`src/rtl/operand_entry_pkg.sv`:
```
`default_nettype none
// ============================================================================
// Module  : operand_entry_pkg
// Brief   : Shared key codes, state encoding and helpers for operand_entry.
// Revision: 1.0 - initial release
// ============================================================================
package operand_entry_pkg;

  localparam logic [3:0] KEY_NEG    = 4'hA;
  localparam logic [3:0] KEY_ENTER  = 4'hB;
  localparam logic [3:0] KEY_DELETE = 4'hC;

  typedef enum logic [1:0] {
    ENTRY   = 2'd0,
    CONVERT = 2'd1,
    DONE    = 2'd2
  } entry_state_t;

  // Decimal digit keys are the codes 0..9.
  function automatic logic is_digit(input logic [3:0] k);
    return (k <= 4'd9);
  endfunction

  // Largest value an entry of 'digits' decimal digits can take (10^digits - 1).
  function automatic logic [63:0] max_decimal(input int digits);
    logic [63:0] v;
    v = 64'd1;
    for (int i = 0; i < digits; i++) v = v * 64'd10;
    return v - 64'd1;
  endfunction

endpackage
`default_nettype wire

```
`src/rtl/operand_entry_bcd_to_bin_seq.sv`:
```
`default_nettype none
// ============================================================================
// Module  : bcd_to_bin_seq
// Brief   : Sequential BCD-to-binary converter. One digit per cycle,
//           MSB first, acc <- acc*10 + digit, OUT_W-bit unsigned arithmetic.
//           o_done flags the cycle whose edge completes the last digit and
//           o_result carries that final value during the same cycle.
// Revision: 1.0 - initial release
// ============================================================================
module bcd_to_bin_seq
  import operand_entry_pkg::*;
#(
  parameter int NUM_DIGITS = 3,
  parameter int OUT_W      = 16
) (
  input  logic                    clk,
  input  logic                    rst,
  input  logic                    i_start,
  input  logic [4*NUM_DIGITS-1:0] i_bcd,
  output logic                    o_busy,
  output logic                    o_done,
  output logic [OUT_W-1:0]        o_result
);

  localparam int c_cnt_w = (NUM_DIGITS > 1) ? $clog2(NUM_DIGITS) : 1;

  logic [4*NUM_DIGITS-1:0] r_bcd;
  logic [c_cnt_w-1:0]      r_cnt;
  logic [OUT_W-1:0]        r_acc;
  logic                    r_busy;
  logic [3:0]              w_digit;
  logic [OUT_W-1:0]        w_next;

  // r_cnt is the index of the digit consumed this cycle (MSB digit first).
  assign w_digit = 4'(r_bcd >> {r_cnt, 2'b00});
  assign w_next  = (r_acc * OUT_W'(10)) + OUT_W'(w_digit);

  // Latch the entry on start, then fold in one digit per cycle.
  always_ff @(posedge clk or posedge rst) begin
    if (rst) begin
      r_bcd  <= '0;
      r_cnt  <= '0;
      r_acc  <= '0;
      r_busy <= 1'b0;
    end else if (i_start) begin
      r_bcd  <= i_bcd;
      r_acc  <= '0;
      r_cnt  <= c_cnt_w'(NUM_DIGITS - 1);
      r_busy <= 1'b1;
    end else if (r_busy) begin
      r_acc <= w_next;
      if (r_cnt == '0) r_busy <= 1'b0;
      else             r_cnt  <= r_cnt - c_cnt_w'(1);
    end
  end

  assign o_busy   = r_busy;
  assign o_done   = r_busy && (r_cnt == '0);
  assign o_result = w_next;

endmodule
`default_nettype wire

```
`src/rtl/operand_entry.sv`:
```
`default_nettype none
// ============================================================================
// Module  : operand_entry
// Brief   : Keypad operand-entry controller. Collects up to NUM_DIGITS
//           decimal digits per operand (with delete), converts each entry to
//           binary and stores NUM_OPERANDS operands, then flags completion.
//           Optional macro OPERAND_ENTRY_NEG_EN enables the sign key and
//           stores negative entries in two's complement.
// Revision: 1.0 - initial release
// ============================================================================
module operand_entry
  import operand_entry_pkg::*;
#(
  parameter int NUM_DIGITS   = 3,
  parameter int NUM_OPERANDS = 2,
  parameter int OUT_W        = 16
) (
  input  logic                                                clk,
  input  logic                                                rst,
  input  logic [3:0]                                          key,
  input  logic                                                key_valid,
  output logic                                                key_ready,
  output logic [4*NUM_DIGITS-1:0]                             disp_bcd,
  output logic [$clog2(NUM_DIGITS+1)-1:0]                     disp_count,
  output logic                                                disp_neg,
  output logic [((NUM_OPERANDS > 1) ? $clog2(NUM_OPERANDS) : 1)-1:0] operand_idx,
  output logic [NUM_OPERANDS*OUT_W-1:0]                       operands,
  output logic                                                operands_valid
);

  localparam int c_bcd_w = 4 * NUM_DIGITS;
  localparam int c_cnt_w = $clog2(NUM_DIGITS + 1);
  localparam int c_idx_w = (NUM_OPERANDS > 1) ? $clog2(NUM_OPERANDS) : 1;
  localparam logic [63:0] c_max_val = max_decimal(NUM_DIGITS);
`ifdef OPERAND_ENTRY_NEG_EN
  localparam logic [63:0] c_limit = (64'd1 << (OUT_W - 1)) - 64'd1;
`else
  localparam logic [63:0] c_limit = (OUT_W >= 64) ? {64{1'b1}} : ((64'd1 << OUT_W) - 64'd1);
`endif

  // Refuse to build a configuration whose largest entry cannot be stored.
  generate
    if (c_max_val > c_limit) begin : g_width_check
      $error("operand_entry: OUT_W too narrow for NUM_DIGITS");
    end
  endgenerate

  entry_state_t         r_state;
  logic [c_bcd_w-1:0]   r_bcd;
  logic [c_cnt_w-1:0]   r_count;
  logic                 r_neg;
  logic [c_idx_w-1:0]   r_idx;
  logic [OUT_W-1:0]     r_ops [NUM_OPERANDS];
  logic                 r_valid;

  logic                 w_accept;
  logic                 w_start;
  logic                 w_conv_busy;
  logic                 w_conv_done;
  logic                 w_conv_last;
  logic [OUT_W-1:0]     w_conv_result;
  logic [OUT_W-1:0]     w_store;

  assign key_ready = (r_state == ENTRY) || (r_state == DONE);
  assign w_accept  = key_valid && key_ready;
  assign w_start   = w_accept && (r_state == ENTRY) && (key == KEY_ENTER);

  // The converter latches the entry at the enter edge, so the display
  // register is free to be cleared when the last digit lands.
  bcd_to_bin_seq #(
    .NUM_DIGITS (NUM_DIGITS),
    .OUT_W      (OUT_W)
  ) u_conv (
    .clk      (clk),
    .rst      (rst),
    .i_start  (w_start),
    .i_bcd    (r_bcd),
    .o_busy   (w_conv_busy),
    .o_done   (w_conv_done),
    .o_result (w_conv_result)
  );

  assign w_conv_last = (r_state == CONVERT) && w_conv_busy && w_conv_done;

`ifdef OPERAND_ENTRY_NEG_EN
  // Negating zero yields zero, so a "-0" entry stores 0.
  assign w_store = r_neg ? (~w_conv_result + OUT_W'(1)) : w_conv_result;
`else
  assign w_store = w_conv_result;
`endif

  // Keypad FSM, digit shift register and operand storage.
  always_ff @(posedge clk or posedge rst) begin
    if (rst) begin
      r_state <= ENTRY;
      r_bcd   <= '0;
      r_count <= '0;
      r_neg   <= 1'b0;
      r_idx   <= '0;
      r_valid <= 1'b0;
      for (int i = 0; i < NUM_OPERANDS; i++) r_ops[i] <= '0;
    end else begin
      case (r_state)
        ENTRY: begin
          if (w_accept) begin
            if (is_digit(key)) begin
              if (r_count < c_cnt_w'(NUM_DIGITS)) begin
                r_bcd   <= (r_bcd << 4) | c_bcd_w'(key);
                r_count <= r_count + c_cnt_w'(1);
              end
            end else if (key == KEY_DELETE) begin
              if (r_count != '0) begin
                r_bcd   <= r_bcd >> 4;
                r_count <= r_count - c_cnt_w'(1);
              end
            end else if (key == KEY_ENTER) begin
              r_state <= CONVERT;
`ifdef OPERAND_ENTRY_NEG_EN
            end else if (key == KEY_NEG) begin
              r_neg <= ~r_neg;
`endif
            end
          end
        end
        CONVERT: begin
          if (w_conv_last) begin
            r_ops[r_idx] <= w_store;
            r_bcd        <= '0;
            r_count      <= '0;
            r_neg        <= 1'b0;
            if (r_idx == c_idx_w'(NUM_OPERANDS - 1)) begin
              r_state <= DONE;
              r_valid <= 1'b1;
            end else begin
              r_idx   <= r_idx + c_idx_w'(1);
              r_state <= ENTRY;
            end
          end
        end
        DONE: begin
          if (w_accept && (key == KEY_ENTER)) begin
            r_idx   <= '0;
            r_valid <= 1'b0;
            r_state <= ENTRY;
            for (int i = 0; i < NUM_OPERANDS; i++) r_ops[i] <= '0;
          end
        end
        default: begin
          r_state <= ENTRY;
          r_bcd   <= '0;
          r_count <= '0;
          r_neg   <= 1'b0;
          r_idx   <= '0;
          r_valid <= 1'b0;
          for (int i = 0; i < NUM_OPERANDS; i++) r_ops[i] <= '0;
        end
      endcase
    end
  end

  // Flatten operand storage onto the output bus, operand i at [i*OUT_W +: OUT_W].
  generate
    for (genvar g = 0; g < NUM_OPERANDS; g++) begin : g_flat
      assign operands[g*OUT_W +: OUT_W] = r_ops[g];
    end
  endgenerate

  assign disp_bcd       = r_bcd;
  assign disp_count     = r_count;
  assign disp_neg       = r_neg;
  assign operand_idx    = r_idx;
  assign operands_valid = r_valid;

endmodule
`default_nettype wire
```
`config.mk`:
```
export PLATFORM = sky130hd
export DESIGN_NAME = operand_entry
export DESIGN_NICKNAME = d
export VERILOG_FILES = /design/src/rtl/operand_entry_pkg.sv /design/src/rtl/operand_entry_bcd_to_bin_seq.sv /design/src/rtl/operand_entry.sv
export SDC_FILE = /design/constraint.sdc
export NUM_CORES = 1
export LEC_CHECK = 0
export BUFFER_PORTS_ARGS = -buffer_cell sky130_fd_sc_hd__buf_2
export CAP_MARGIN = 5
export CORE_ASPECT_RATIO = 2
export CORE_MARGIN = 2
export CORE_UTILIZATION = 39
export CTS_CLUSTER_DIAMETER = 120
export DETAILED_ROUTE_END_ITERATION = 16
export GPL_ROUTABILITY_DRIVEN = 0
export HOLD_SLACK_MARGIN = 0.05
export SETUP_SLACK_MARGIN = 0.3
export SLEW_MARGIN = 30
export SYNTH_ARGS = -nofsm -noshare
export SYNTH_HDL_FRONTEND = slang
export SYNTH_SLANG_ARGS = --single-unit
```
`constraint.sdc`:
```
create_clock -name clk -period 3.9 [get_ports clk]
set_clock_uncertainty 0.05 [all_clocks]
set_input_delay 0 -clock clk [delete_from_list [all_inputs] [get_ports clk]]
set_output_delay 0 -clock clk [all_outputs]
set_load 0.01 [all_outputs]
```
==> out/metrics.cfg <==
[clock_network]
insertion_delay_ns=0.33
cts-resized-gates=0
cts_sinks=80
post_cts_buffers=0
clk_pin_slew_ns=0.06
cts_root_buf=clkbuf_16
cts-buffers-inserted=9
clock_path_buffers=2
h-tree-depth=3
cts_tree=yes

[worst_setup_path]
crit_type=reg2reg
cpPeakStageDelay_ns=0.48
worstPathCellList=ha_1 -> ha_1 -> fa_1 -> a21o_1 -> a21oi_1 -> xor2_1 -> nor3_1 -> nand3_1 -> xor2_1 -> a21oi_1
cp_slowest_cell=nor3_1
startpoint_type=flip-flop
cp.required_ns=4.05
arrival_ns=3.40
cp_max_fo=4
crit_path_end_kind=flip-flop

[logic_synthesis]
syn_nets=497
synthArstFlopShare_pct=100
synth_top_flop_cell=dfrtp_1
syn_area_per_cell_um2=9.48
synth_cell_type_count=53
synth_seq_area_share_pct=45.8
synth-seq-cells=80
synth_cells=461
yosysWarnings=0
synthesis.area_um2=4370
synth_edf_count=0

[routing]
drc=0
num_vias=3649
antenna_left=0
dr.first_iter.drc_count=155
wl_per_cell_um=17.1
drt_wl_total_um=11200
first_pass_iters=4
via_per_inst=5.55

[sta]
setup_viol=0
tns_ns=0
period_needed_ns=3.25
slew_headroom_pct=46.3
hold_viol=0
slew_violations=0
rsz0062_at_grt=false
tightest_slew_ns=0.804
min_period_over_period_pct=83.3
max_freq_ghz=0.308

[pwr]
total_power_mw=5.19
power.leakage_nw=2.57
irDropWorstVdd_mv=0.465
powerDensity_nw_per_um2=1010

[global_routing]
grt_max_degree=57
grt_pass1_vias=3672
grt_pass1_wl_um=18400
antenna_found_initial=0
grt_usage_pct=19.5
grt_overflow_total=0

[finish]
multi_input_area_um2=2240
area_growth_pct=17.1
final_cell_mix=97 x nand2_1, 80 x dfrtp_1, 55 x buf_2
layout-drive-gt1-share_pct=16.1
nFillCells=1107
seq_area_um2=2000
antenna_cells=0
nNetsFinal=548
final_common_cell=nand2_1

[run_status]
status=finished clean

[floorplanning]
coreArea_um2=10900
dieArea_um2=12100
ioPinCount=57
die_height_um=154
start_util_pct=39.9
die_x_um=78.8
rows=54

[run]
maxCapViolations=0

[placement]
dp_hpwl_um=8450
numPortBuffers=55

[worst_hold_path]
hold_class=in2reg

-- cell type report --
class / instances / share of cell area, %
repair buffers: 63 / 6.80
inverters: 7 / 0.562
well taps: 140 / 3.42
multi-input cells: 351 / 43.8
flip-flops and latches: 80 / 39.1
clock inverters: 6 / 1.81
clock buffers: 10 / 4.47
-- cell usage after synthesis (2+ instances only) --
cell	number	area [um2]
and2_1	3	18.8
nor2_1	26	97.6
and3_1	3	18.8
inv_1	7	26.3
nand2b_1	4	25.0
mux2i_1	13	130
xnor2_1	19	166
a211oi_1	6	45.0
o21a_1	3	22.5
a21oi_1	15	75.1
a31oi_1	4	25.0
dfrtp_1	80	2000
nand4_1	4	25.0
o211ai_1	2	15.0
buf_2	3	15.0
a22oi_1	7	52.6
nand2_1	97	364
a21o_1	8	60.1
o31ai_1	2	15.0
nor3_1	11	55.1
a22o_1	17	149
ha_1	27	338
clkbuf_1	15	56.3
xor2_1	6	52.6
o21ai_1	9	45.0
nand3_1	8	40.0
o21ai_0	34	170
fa_1	2	40.0
buf_1	2	7.51
-- cells by family after synthesis --
| logic type | share of synthesized area, % |
|---|---|
| AO/OA/AOI/OAI | 17.7 |
| XOR/XNOR | 5.01 |
| adder cells (fa/ha/maj) | 8.65 |
| buffers and inverters | 3.01 |
| flip-flops | 45.8 |
| multiplexers | 3.32 |
| other | 0.0858 |
| AND/OR/NAND/NOR | 16.4 |
-- where the power goes --
part | internal, mW | switching, mW
clock | 0.565 | 0.337
sequential | 1.12 | 0.266
combinational | 1.11 | 1.80
total | 2.79 | 2.40
-- path summary, 6_finish.rpt --
path	startpoint	to	slack [ns]	cells after the start
max	u_conv.r_acc[1]$_DFFE_PP0P_	u_conv.r_acc[13]$_DFFE_PP0P_	0.65	10
min	key[1]	disp_bcd[1]$_DFFE_PP0P_	0.04	3
max reg2reg	u_conv.r_acc[1]$_DFFE_PP0P_	u_conv.r_acc[13]$_DFFE_PP0P_	0.65	10
min reg2reg	u_conv.r_bcd[9]$_DFFE_PP0P_	u_conv.r_bcd[9]$_DFFE_PP0P_	0.43	2
max in group asynchronous	rst	u_conv.r_acc[4]$_DFFE_PP0P_	2.71	4
min in group asynchronous	rst	u_conv.r_bcd[9]$_DFFE_PP0P_	0.27	3
-- timing repair --
item / 4_1_cts / 5_1_grt
hold buffers: 5 / 0
endpoints found under the setup margin: 0 / 0
endpoints found under the hold margin: 59 / 0
-- routing by layer --
metal  routed length (um)  global-route usage, %  share of wire [%]
met5                    0                      0                  0
met4                  616                   12.1                5.5
met1                 3880                   19.7                 35
met3                  382                   3.87                3.4
met2                 6350                   35.7                 57
-- stage by stage --
step / hold WS (ns) / cell area [um2] / instances / setup slack, ns / util (%)
after detailed placement: 0.191 / 4740 / 636 / 0.684 / 43.3
final: 0.0381 / 5120 / 657 / 0.651 / 46.8
after CTS: 0.0551 / 5110 / 657 / 0.677 / 46.7
after floorplan: 0.115 / 4370 / 461 / 0.975 / -
after global routing: 0.0865 / 5120 / 657 / 0.367 / 46.8
after global placement: 0.182 / 4740 / 636 / 0.779 / 43.3
-- flip-flops by register name (all words and copies together), names as in the netlist --
name	flops
u_conv.r_acc	15
r_state	2
u_conv.r_bcd	12
operand_idx	1
disp_count	2
u_conv.o_busy	1
operands_valid	1
disp_bcd	12
operands	32
u_conv.r_cnt	2
-- critical path: cells and delay by family (launching register included) --
kind / cells / cell delay, ns
adder cells (fa/ha/maj): 3 / 0.97
XOR/XNOR: 2 / 0.51
AND/OR/NAND/NOR: 2 / 0.64
AO/OA/AOI/OAI: 3 / 0.54
flip-flops: 1 / 0.43
No activity file was read; power rests on OpenSTA's default activity.
